$ cat config.mk
export PLATFORM = sky130hd
export DESIGN_NAME = wb_register_file
export DESIGN_NICKNAME = d
export VERILOG_FILES = /design/src/rtl/wb_register_file.sv
export SDC_FILE = /design/constraint.sdc
export NUM_CORES = 2
export LEC_CHECK = 0
export BUFFER_PORTS_ARGS = -buffer_cell sky130_fd_sc_hd__buf_2
export CAP_MARGIN = 20
export CORE_MARGIN = 3
export CORE_UTILIZATION = 39
export DETAILED_ROUTE_END_ITERATION = 12
export GPL_TIMING_DRIVEN = 0
export PLACE_DENSITY_LB_ADDON = 0.1
export SLEW_MARGIN = 15
export SYNTH_ARGS = -nofsm -noshare
export SYNTH_HDL_FRONTEND = slang
export SYNTH_SLANG_ARGS = --single-unit
$ cat constraint.sdc
create_clock -name clock -period 2.2 [get_ports clock]
set_input_delay 0.22 -clock clock [delete_from_list [all_inputs] [get_ports clock]]
set_output_delay 0.22 -clock clock [all_outputs]
set_load 0.005 [all_outputs]
$ cat src/rtl/wb_register_file.sv
// wb_register_file: architectural register file for the pipelined MIPS core.
// It takes the WB-stage commit triple (WBRegWrite, WBWriteReg, WBWriteData)
// and serves two combinational read ports to the ID stage. It also keeps a
// wrapping count of committed writes, which excludes writes to $0.
// Register 0 reads as zero in every mode. Writes to index 0 are discarded.
// Optional feature: define WB_REGFILE_BYPASS_EN to enable write-through bypass.
// In that build, a read of the register being committed in the same cycle
// returns the incoming data instead of the stored value.
module wb_register_file #(
  parameter int DATA_WIDTH  = 32,
  parameter int ADDR_WIDTH  = 5,
  parameter int COUNT_WIDTH = 32
) (
  input  logic                   clock,
  input  logic                   reset_n,
  input  logic                   WBRegWrite,
  input  logic [ADDR_WIDTH-1:0]  WBWriteReg,
  input  logic [DATA_WIDTH-1:0]  WBWriteData,
  input  logic [ADDR_WIDTH-1:0]  ReadReg1,
  input  logic [ADDR_WIDTH-1:0]  ReadReg2,
  output logic [DATA_WIDTH-1:0]  ReadData1,
  output logic [DATA_WIDTH-1:0]  ReadData2,
  output logic [COUNT_WIDTH-1:0] WriteCount
);

  localparam int DEPTH = 2 ** ADDR_WIDTH;

  logic [DATA_WIDTH-1:0] regFile [DEPTH];
  logic                  commitWrite;
  logic                  bypassHit1;
  logic                  bypassHit2;

  // A write commits only when enabled and aimed at a real register.
  assign commitWrite = WBRegWrite && (WBWriteReg != '0);

`ifdef WB_REGFILE_BYPASS_EN
  assign bypassHit1 = commitWrite && (WBWriteReg == ReadReg1);
  assign bypassHit2 = commitWrite && (WBWriteReg == ReadReg2);
`else
  assign bypassHit1 = 1'b0;
  assign bypassHit2 = 1'b0;
`endif

  // Register storage: cleared asynchronously, written on the commit edge.
  always_ff @(posedge clock or negedge reset_n) begin
    if (!reset_n) begin
      // NOTE: the array is built from flops, not RAM, so it can be reset.
      // Clearing every entry ensures that no read ever returns X.
      for (int i = 0; i < DEPTH; i++) begin
        // NOTE: sequential state uses <= so all flops update together.
        regFile[i] <= '0;
      end
    end else if (commitWrite) begin
      regFile[WBWriteReg] <= WBWriteData;
    end
  end

  // Committed-write counter; wraps naturally at its width.
  always_ff @(posedge clock or negedge reset_n) begin
    if (!reset_n) begin
      WriteCount <= '0;
    end else if (commitWrite) begin
      WriteCount <= WriteCount + COUNT_WIDTH'(1);
    end
  end

  // Read port 1: zero during reset and for $0; otherwise the bypass value or the stored value.
  always_comb begin
    // NOTE: the default is assigned first, so every path drives the output.
    // This prevents a latch from being inferred.
    ReadData1 = '0;
    if (reset_n && (ReadReg1 != '0)) begin
      ReadData1 = bypassHit1 ? WBWriteData : regFile[ReadReg1];
    end
  end

  // Read port 2: resolved independently of port 1.
  always_comb begin
    ReadData2 = '0;
    if (reset_n && (ReadReg2 != '0)) begin
      ReadData2 = bypassHit2 ? WBWriteData : regFile[ReadReg2];
    end
  end

endmodule

**After elaboration in Yosys (flattened, before gate mapping)**

Cells that the tools add are included.

- Output and inout bits: 96
- Input port bits: 50
- Bits in registers: 1056
- Logic and storage cells: 59

- Bitwise logic cells: 3
- Mux-type cells: 11
- Reductions and logical operators: 7
- Magnitude comparators: 4
- Add/subtract/negate cells: 1

Operators with widths:

| operator | number |
|---|---|
| $bwmux 1024 | 1 |
| $bmux 32 s5 | 2 |
| $mux 32 | 7 |
| $demux 32 s5 | 1 |
| $add 32x1->32 const B | 1 |
| $ge 6x6->1 const B | 3 |
| $not 5->6 | 3 |
| $reduce_bool 5->1 | 3 |
| $lt 6x1->1 const B | 1 |
| $logic_and 1x1->1 | 4 |

**Logic depth before layout (Yosys ltp)**

- Depth after elaboration: 6
- Depth in mapped cells: 9
- Mapped depth without buffers: 5

**Worst setup path before layout**

Ideal clock, no wire load.

- Kind: input -> output
- Start point: input port ReadReg2[0]
- End point: output port ReadData2[3]
- Stages: 7
- Arrival time: 1.681 ns
- Path buffers: 3
- Data required time: 1.980 ns
- Setup slack: 0.299 ns
- Cell sequence: buf_2 buf_2 buf_2 mux4_2 mux2i_1 o22a_1 o221ai_1

- Longest elaborated chain between the ends: 5
- Elaborated cells on any way between the ends: 7
- Classes of those cells: mux: 4; bitwise: 1; reduce/logical: 2

Ends and longest elaborated chain:

| item | RTL line | source |
|---|---|---|
| start: declaration | 20 | `input logic [ADDR_WIDTH-1:0] ReadReg2,` |
| $not 5->6 (implied by the code) | 81 | `ReadData2 = bypassHit2 ? WBWriteData : regFile[ReadReg2];` |
| $bmux 32 s5 | 81 |  |
| $mux 32 (implied by the code) (2 in series) | 81 |  |
| $mux 32 (*) | 80 | `if (reset_n && (ReadReg2 != '0)) begin` |
| end: declaration | 22 | `output logic [DATA_WIDTH-1:0] ReadData2,` |

Mark *: on every way between the ends. The rest lies on a longest branch, timed or not. The select of a mux whose other input is x is not followed.

**Worst setup path in the final report**

- Start point: input port ReadReg1[2]
- End point: output port ReadData1[22]

- Longest elaborated chain between the ends: 5
- Elaborated cells on any way between the ends: 7
- Classes of those cells: mux: 4; bitwise: 1; reduce/logical: 2

Ends and longest elaborated chain:

| item | RTL line | source |
|---|---|---|
| start: declaration | 19 | `input logic [ADDR_WIDTH-1:0] ReadReg1,` |
| $not 5->6 (implied by the code) | 73 | `ReadData1 = bypassHit1 ? WBWriteData : regFile[ReadReg1];` |
| $bmux 32 s5 | 73 |  |
| $mux 32 (implied by the code) (2 in series) | 73 |  |
| $mux 32 (*) | 72 | `if (reset_n && (ReadReg1 != '0)) begin` |
| end: declaration | 21 | `output logic [DATA_WIDTH-1:0] ReadData1,` |

Marks and branches as above.

==> key figures <==
Timing
  – Period minus WS final: 2.968 ns
  – Highest clock rate: 0.3370 GHz
  – Final Hold Viols: 0
  – Clk_skew: 0.03696 ns
  – Setup TNS: -31.45 ns
  – Worst Slack Setup Final: -0.7677 ns
  – Least-Margin Pin Slew: 1.084 ns
  – Period utilisation layout: 1.349
  – Unrepaired setup endpoints after global routing: yes
  – Rel. slew slack: 0.2773
  – Endpoints failing setup: 64
  – Slew Viols, Final: 0

Synthesis
  – Synth area leader: dfrtp_1
  – Syn_area_per_cell: 15.47 µm²
  – Count leader, synth: dfrtp_1
  – Post-synth EDFFs: 0
  – Dominant cells by area after synthesis: dfrtp_1 (47%), mux2_2 (21%), mux4_2 (20%)
  – Synthesized area: 55740 µm²
  – Post-Syn Nets: 3655
  – Register area share after synthesis: 0.4741
  – Yosys reg bits: 1056
  – Top cells by count, synth: dfrtp_1 (1056), mux2_2 (1036), mux4_2 (490)
  – Top-area cell type share of the netlist area: 0.4741
  – Most used DFF post-synth: dfrtp_1
  – Share of flip-flops with an asynchronous set or reset: 1.000
  – Synth unique cells: 46
  – Ys Warns: 0
  – Synthesized instance count: 3604

Die
  – Initial Util: 0.3932
  – CORE AREA: 141800 µm²
  – Die Span Y: 384.0 µm
  – Site Rows: 138
  – Die Wd: 384.0 µm
  – Num ports: 146
  – Die Area: 147500 µm²

Clock network
  – Root Driver: clkbuf_16
  – CTS buffer count: 120
  – Maximum buffer depth of the clock tree: 3
  – Worst-path clk slew: 0.06 ns
  – Clk Latency, worst-skew pair: 0.76 ns
  – CTS tree: built
  – H-tree levels: 3
  – Clk sinks: 1056

Placement
  – Hpwl dp: 151100 µm
  – Inst Count DP: 5651
  – # port buffers: 137
  – Placer Congestion: 0.8975
  – Placed inst area: 59230 µm²

Setup path
  – Slowest stage delay, CP: 0.55 ns
  – CP max-delay cell: clkbuf_2
  – Cell mode on critical path: buf_2
  – CP Data Required Time: 1.98 ns
  – Critical-path maximum fanout: 10
  – CP endpoint kind: primary output
  – CP Class: input port to primary output
  – FF-to-FF Start: WriteCount[3]
  – Worst Setup Start Kind: input port
  – Delay-heaviest family, CP: buffers and inverters
  – Critical path arrival: 2.75 ns
  – WP buf/inv: 4
  – Worst setup startpoint: ReadReg1[2]
  – Reg2Reg Setup Slack: 0.29 ns
  – Worst path cell trace: buf_2 > buf_2 > clkbuf_2 > mux4_2 > a32oi_1 > nand4_1 > and3_4 > buf_6

Finish
  – Fin nets: 4027
  – Final core occ: 0.4653
  – Post-Layout Inst Area: 65960 µm²
  – Area growth syn-to-layout: 18.34%
  – Share of post-route cells with drive strength above 1: 0.5746
  – Layout Cells excl Fill: 5961

Power
  – Flop pwr share: 0.433
  – Sw frac: 0.2919
  – Clock share of power: 0.342
  – Int Power: 42.40 mW
  – Psw: 17.48 mW
  – Power per Cell Area: 907.9 nW/µm²
  – Peak VDD IR: 639.2 µV
  – Lkg Pwr: 28.43 nW
  – Overall Power: 59.88 mW
  – Comb pwr share: 0.225

Job
  – Max-cap violations: 0

Global route
  – Final global-route overflow total: 0
  – Number of global-route vias before repair: 36960
  – Largest net degree at the start of global routing: 131
  – First-pass GRT wire length: 294200 µm
  – Total track usage: 0.2832
  – Initial antenna violation count: 6

Routing
  – DRC: 0
  – Vias per inst: 6.075
  – Antenna-violating nets left: 0
  – Wire per inst: 34.97 µm
  – Initial DRC count: 3353
  – Final WL: 208400 µm
  – Vias: 36210
  – Pre-Repair DR Iteration Count: 5

Outcome
  – Outcome: finished with violations
  – Failing checks: setup timing

Min path
  – Hold WC Path Type: input port to asynchronous set/reset pin
-- tightest hold or removal path, cell delays in order --
cell,delay [ns]
buf_16,0.13
buf_16,0.13
buf_16,0.15
buf_16,0.16
bufbuf_16,0.36
-- stage by stage --
step	hold WS [ns]	worst slack (ns)
final	0.06029	-0.7677
after floorplan	-0.07559	0.2989
after global routing	0.06627	-0.7904
after global placement	0.4543	-25.00
after detailed placement	0.1594	-2.472
after CTS	0.01652	-0.7143
-- placed cells by master, fill, tap and decap left out, types with 15 or more instances in the layout --
cell / n
a21oi_2: 15
a221oi_2: 17
buf_2: 231
buf_4: 66
buf_6: 40
clkbuf_1: 180
clkbuf_16: 122
clkbuf_2: 54
clkbuf_8: 34
clkinv_2: 16
dfrtp_1: 1056
dlygate4sd3_1: 41
mux2_2: 1026
mux2i_1: 162
mux4_2: 490
nand2_1: 40
nand3_1: 18
nor2_1: 47
nor3_1: 24
o221ai_1: 19
o221ai_2: 23
o221ai_4: 22
o22a_2: 25
xnor2_1: 18
-- power groups by stage --
stage	Sequential (mW)	Combinational, mW	Clock, mW
finish	25.9	13.5	20.5
global route	26.3	14.2	21.6
CTS	25.8	13.2	20.9
detailed placement	26.1	12.2	0
global placement	26.1	11.9	0
floorplan	25.0	8.60	0
-- what timing repair did --
item                                    4_1_cts  5_1_grt
pin swaps                                    68       29
endpoints found under the hold margin       360        0
resized for setup                           348       76
hold buffers                                 52        0
endpoints found under the setup margin       64      154
gates cloned                                  8        1
setup buffers                                28        4
-- registers in the layout, summed over array words and instances (netlist names) --
| register | count |
|---|---|
| regFile | 1024 |
| WriteCount | 32 |
-- layout make-up --
class	instances	area, µm²
fill	12590	75800
multi-input combinational	2130	28540
sequential	1056	26430
clock buffer	183	3541
timing repair buffer	251	2395
tap	1890	2365
buffer	408	2260
clock inverter	32	395.4
inverter	9	33.78
antenna	2	5.005
-- path summary, 6_finish.rpt --
kind / cells past startpoint / endpoint
setup / recovery: 8 / ReadData1[22]
hold / removal: 5 / regFile[176]
setup reg to reg: 5 / WriteCount[25]
hold reg to reg: 1 / WriteCount[31]
max in group asynchronous: 6 / regFile[748]
min in group clock: 3 / WriteCount[0]
-- kinds of logic (layout without fill, tap and decap cells) --
group                    count (synthesis)  after routing  share of synthesized area
multiplexers                          1718           1718                     0.4420
flip-flops                            1056           1056                     0.4741
buffers and inverters                  418            883                    0.03376
AND/OR/NAND/NOR                        200            200                    0.01821
AO/OA/AOI/OAI                          180            180                    0.02682
XOR/XNOR                                31             31                   0.004871
adder cells (fa/ha/maj)                  1              1                  0.0002244
other                                    0              2                          0
-- layer usage --
metal	global-route usage	vias up	share of wire
met1	0.4159	19820	0.45
met5	0	-	0.000062
li1	-	14730	-
met4	0.08117	2	0.030
met3	0.05414	319	0.070
met2	0.4279	1344	0.45
Power figures use the tool's default switching activity.
